===== src/rtl/watchdog_pkg.sv =====
// Shared types and helpers for the multi-channel watchdog.
// Mode encoding is software-visible; the reserved code behaves as off.
package watchdog_pkg;

    typedef enum logic [1:0] {
        WD_OFF      = 2'd0,
        WD_PERIODIC = 2'd1,
        WD_ONESHOT  = 2'd2,
        WD_RSVD     = 2'd3
    } wd_mode_e;

    // Widest reload supported by wd_is_active; callers size-cast into it.
    localparam int WD_MAX_N = 64;

    function automatic logic wd_is_active(input wd_mode_e mode,
                                          input logic [WD_MAX_N-1:0] cycles);
        return ((mode == WD_PERIODIC) || (mode == WD_ONESHOT)) && (cycles != '0);
    endfunction

endpackage


===== src/rtl/watchdog_channel.sv =====
// One watchdog slice: reload/count/mode registers, expiry pulse and sticky flag.
// Priority per clock is config write, then kick, then prescaler tick.
module watchdog_channel
    import watchdog_pkg::*;
#(
    parameter int N = 20
) (
    input  logic         i_clk_p,
    input  logic         i_rst_n,
    input  logic         tick,
    input  logic         cfg_we,
    input  logic [N-1:0] cycles,
    input  wd_mode_e     mode,
    input  logic         kick,
    input  logic         clr,
    output logic         inter,
    output logic         flag,
    output logic         active
);

    logic [N-1:0] reload_q;
    logic [N-1:0] count_q;
    wd_mode_e     mode_q;
    logic         expire;

    // NOTE: every signal assigned in always_comb gets a value on every path, so no latch is inferred.
    always_comb begin
        active = wd_is_active(mode_q, WD_MAX_N'(reload_q));
        expire = !cfg_we && !(kick && active) && tick && active && (count_q == '0);
    end

    // NOTE: state uses non-blocking assignments so all slices update from the same pre-edge values.
    always_ff @(posedge i_clk_p or negedge i_rst_n) begin
        if (!i_rst_n) begin
            reload_q <= '0;
            count_q  <= '0;
            mode_q   <= WD_OFF;
            inter    <= 1'b0;
            flag     <= 1'b0;
        end else begin
            inter <= expire;

            // Set wins over a clear arriving on the same edge.
            if (expire)
                flag <= 1'b1;
            else if (clr)
                flag <= 1'b0;

            if (cfg_we) begin
                reload_q <= cycles;
                count_q  <= cycles;
                mode_q   <= mode;
            end else if (kick && active) begin
                count_q <= reload_q;
            end else if (tick && active) begin
                if (count_q != '0)
                    count_q <= count_q - N'(1);
                else if (mode_q == WD_ONESHOT)
                    mode_q <= WD_OFF;
                else
                    count_q <= reload_q;
            end
        end
    end

endmodule


===== src/rtl/watchdog_multi.sv =====
// CH independent watchdog channels sharing one programmable prescaler,
// with a registered OR of all sticky flags as the interrupt line.
module watchdog_multi
    import watchdog_pkg::*;
#(
    parameter  int N     = 20,
    parameter  int CH    = 4,
    parameter  int PRE_W = 8,
    localparam int CH_W  = (CH > 1) ? $clog2(CH) : 1
) (
    input  logic             i_clk_p,
    input  logic             i_rst_n,
    input  logic             i_cfg_we,
    input  logic [CH_W-1:0]  i_cfg_ch,
    input  logic [N-1:0]     i_cycles,
    input  logic [1:0]       i_mode,
    input  logic             i_pre_we,
    input  logic [PRE_W-1:0] i_prescale,
    input  logic [CH-1:0]    i_kick,
    input  logic [CH-1:0]    i_clr,
    output logic [CH-1:0]    o_inter,
    output logic [CH-1:0]    o_flag,
    output logic [CH-1:0]    o_active,
    output logic             o_irq
);

    logic [PRE_W-1:0] pre_val;
    logic [PRE_W-1:0] pre_cnt;
    logic             tick;

    // A prescaler write restarts the phase, so it suppresses the tick on that edge.
    assign tick = (pre_cnt == '0) && !i_pre_we;

    always_ff @(posedge i_clk_p or negedge i_rst_n) begin
        if (!i_rst_n) begin
            pre_val <= '0;
            pre_cnt <= '0;
        end else if (i_pre_we) begin
            pre_val <= i_prescale;
            pre_cnt <= i_prescale;
        end else if (pre_cnt == '0) begin
            pre_cnt <= pre_val;
        end else begin
            pre_cnt <= pre_cnt - PRE_W'(1);
        end
    end

    for (genvar c = 0; c < CH; c++) begin : g_ch
        watchdog_channel #(.N(N)) u_ch (
            .i_clk_p (i_clk_p),
            .i_rst_n (i_rst_n),
            .tick    (tick),
            .cfg_we  (i_cfg_we && (i_cfg_ch == CH_W'(c))),
            .cycles  (i_cycles),
            .mode    (wd_mode_e'(i_mode)),
            .kick    (i_kick[c]),
            .clr     (i_clr[c]),
            .inter   (o_inter[c]),
            .flag    (o_flag[c]),
            .active  (o_active[c])
        );
    end

    always_ff @(posedge i_clk_p or negedge i_rst_n) begin
        if (!i_rst_n)
            o_irq <= 1'b0;
        else
            o_irq <= |o_flag;
    end

endmodule

===== config.mk =====
export PLATFORM = sky130hd
export DESIGN_NAME = watchdog_multi
export DESIGN_NICKNAME = d
export VERILOG_FILES = /design/src/rtl/watchdog_pkg.sv /design/src/rtl/watchdog_channel.sv /design/src/rtl/watchdog_multi.sv
export SDC_FILE = /design/constraint.sdc
export NUM_CORES = 1
export LEC_CHECK = 0
export BUFFER_PORTS_ARGS = -buffer_cell sky130_fd_sc_hd__buf_2
export CORE_MARGIN = 2
export CORE_UTILIZATION = 35
export DETAILED_ROUTE_END_ITERATION = 16
export PLACE_DENSITY = 0.5
export SLEW_MARGIN = 20
export SYNTH_ARGS = -nofsm -noshare
export SYNTH_HDL_FRONTEND = slang
export SYNTH_SLANG_ARGS = --single-unit

===== constraint.sdc =====
create_clock -name i_clk_p -period 6.3 [get_ports i_clk_p]
set_input_delay 0.63 -clock i_clk_p [delete_from_list [all_inputs] [get_ports i_clk_p]]
set_output_delay 0.63 -clock i_clk_p [all_outputs]
set_load 0.03 [all_outputs]

==> reports/results.ini <==
[synth]
synthAdderAreaFrac_pct=1.59
synthArstFlopShare_pct=100
synth_compound_area_share_pct=18.7
synthTopCellsByCount=nand2_1 (255), dfrtp_1 (193), o21ai_0 (83)
yosys_most_used_dff=dfrtp_1
synth_top_area_share_pct=43.9
synthSimpleGateAreaFrac_pct=26.4
synth_cell_types=84
synth_top_family_by_area=simple AND/OR/NAND/NOR gates
yosysSeqAreaShare_pct=43.9
synth_mux_area_share_pct=3.19
synth_xor_xnor_area_share_pct=1.51
yosysMostFrequentCell=nand2_1
yosys_register_bits=193
synth-edff-count=0
synth_nets=1332
synthesis.area_sq_um=11000
yosys.area.top_type=dfrtp_1
yosys_warnings=0
avgSynthCellArea_sq_um=8.64
ys_top_cells_by_area=dfrtp_1 (44%), nand2_1 (8.7%), o21ai_0 (3.8%)
syn_inst=1274

[setup_path]
cp_top_family=compound AO/OA/AOI/OAI gates
critPathMaxFanout=12
slowest_delay_ns=0.55
required_ns=6.64
crit_path_start_kind=flop
crit_chain=or4_1 -> nor2_1 -> a21o_1 -> inv_1 -> a21oi_1 -> buf_4 -> mux2_2 -> o32ai_1
crit_slowest_cell=or4_1
crit_path_end_kind=flop
crit_buf_inv=2
crit_type=reg -> reg
arrival_ns=3.43

[layout]
layout-drive-gt1-share_pct=11.9
nets=1354
fillCellCount=3189
area_growth_pct=10.4

[place]
portBuffers=56
hpwlAfterDp_microns=24200
globalplace.congestion=0.889

[floorplanning]
start_util_pct=35.8
die_w_microns=181
core_sq_um=30700
dieArea_sq_um=32900
die_height_microns=181
rows=64
io_pins=57

[min_path]
hold_class=in -> async

[clock_network]
worstSkewPairLatency_ns=0.45
cts_setup_buffers=0
cts_tree=done
holdBufCountCts=0
h-tree-depth=4
cts_resized=0
clkSinkCount=193
cts_root_buf=clkbuf_16
clk_path_buf_depth=2
clkTransAtPathRegs_ns=0.08
cts_buffers=17

[power_and_ir_drop]
power.total_w=0.00449
power.leakage_nw=5.54
pwr_density_cell_nw_per_um2=369
ir_drop_uv=212

[global_route]
grt_util_met3_pct=2.82
grt_pass1_vias=9634
grt_pass1_wl_microns=56000
antenna_found_initial=3
grt_start_max_net_pins=111
grt_usage_pct=21.9
grt_use_met1_pct=31.2
grt_overflow=0
busiest_layer=met2
use_met2_pct=34.0

[timing]
tns_ns=0
worst_slew_pin_slew_ns=0.985
fmax_mhz=324
post-route-period-util_pct=48.9
worst_clock_skew_ns=0.0185
rsz0062_at_grt=false
slew_viol_final=0
setup_viol=0
slew_headroom_pct=33.8
finalHoldViolCount=0
fin_crit_ns=3.08

[routing]
num_vias=9807
final_antenna_net_count=0
drtPass1Iterations=5
drt-initial-drc-count=925
drt-vias-per-instance=5.75
drcViolationCount=0
wl_per_cell_microns=20.7
wl_microns=35300

[job]
maxCapViolations=0

[run_status]
outcome=completed

-- worst paths after layout --
path / slack [ns] / cells after the start / to / start
max: 3.22 / 8 / g_ch[2].u_ch.count_q[18]$_DFFE_PN0P_ / g_ch[2].u_ch.reload_q[18]$_DFFE_PN0P_
min: 0.32 / 1 / g_ch[0].u_ch.reload_q[15]$_DFFE_PN0P_ / i_rst_n
max reg2reg: 3.22 / 8 / g_ch[2].u_ch.count_q[18]$_DFFE_PN0P_ / g_ch[2].u_ch.reload_q[18]$_DFFE_PN0P_
min reg2reg: 0.50 / 1 / g_ch[3].u_ch.count_q[17]$_DFFE_PN0P_ / g_ch[3].u_ch.count_q[17]$_DFFE_PN0P_
max in group asynchronous: 4.66 / 2 / g_ch[0].u_ch.reload_q[11]$_DFFE_PN0P_ / i_rst_n
min in group i_clk_p: 0.41 / 3 / pre_cnt[3]$_DFF_PN0_ / i_prescale[3]
-- final cells by class --
type | instances | area (sq um) | share of cell area, %
clock buffer | 18 | 429 | 3.53
antenna | 1 | 2.50 | 0.0206
tap | 396 | 495 | 4.08
timing repair buffer | 73 | 417 | 3.43
sequential | 193 | 4830 | 39.8
inverter | 46 | 173 | 1.42
clock inverter | 13 | 136 | 1.12
multi-input combinational | 965 | 5670 | 46.6
-- power breakdown --
group          internal [W]  switching, W
clock              0.000585      0.000523
combinational      0.000584      0.000849
sequential          0.00158      0.000365
total               0.00275       0.00174
-- layer usage --
metal / share of wire [%] / vias to the layer above
met5: 0 / -
li1: - / 4625
met1: 47 / 4847
met3: 5.1 / 42
met4: 2.8 / 0
met2: 45 / 293
-- flip-flops by register name, summed over array words and instances (netlist names) --
| name | count |
|---|---|
| g_ch.u_ch.reload_q | 80 |
| g_ch.u_ch.inter | 4 |
| pre_cnt | 8 |
| g_ch.u_ch.flag | 4 |
| g_ch.u_ch.count_q | 80 |
| g_ch.u_ch.mode_q | 8 |
| o_irq | 1 |
| pre_val | 8 |
-- metrics by stage --
step	hold WS [ns]	instances	instance area, sq um	setup slack, ns	utilization, %
after detailed placement	0.476	1673	11600	3.28	37.7
after floorplan	0.334	1274	11000	3.70	-
after global placement	0.466	1673	11600	3.34	37.7
after CTS	0.365	1704	12100	3.25	39.5
final	0.323	1705	12100	3.22	39.5
after global routing	0.401	1705	12100	3.07	39.5
-- cell families (layout without fill, tap and decap cells) --
family,count (synthesis),after routing
simple gates,598,598
buf+inv,116,150
compound gates,300,300
other cells,0,1
mux,34,34
xor+xnor,19,19
fa+ha+maj,14,14
flops,193,193
-- layout by cell type (no fill, tap or decap), types with 7 or more instances in the layout --
cell | netlist | final
nand3_1 | 42 | 42
mux2i_1 | 25 | 25
o211ai_1 | 11 | 11
dfrtp_1 | 193 | 193
clkbuf_16 | 0 | 17
mux2_2 | 9 | 9
nor4_1 | 31 | 31
o22ai_1 | 8 | 8
buf_4 | 12 | 17
a21oi_1 | 54 | 54
and3_1 | 12 | 12
ha_1 | 14 | 14
a21o_1 | 23 | 23
nand2_1 | 255 | 255
a31oi_1 | 14 | 14
buf_2 | 8 | 55
inv_1 | 46 | 46
a22o_1 | 11 | 11
nor3_1 | 43 | 43
nor2_1 | 80 | 79
xnor2_1 | 13 | 13
or4_1 | 20 | 20
o21ai_0 | 83 | 83
nor2b_1 | 10 | 10
and2_1 | 22 | 22
or3_1 | 22 | 22
a31o_2 | 7 | 7
or2_2 | 9 | 9
nand4_1 | 15 | 15
o2bb2ai_1 | 14 | 14
Power figures use the tool's default switching activity.
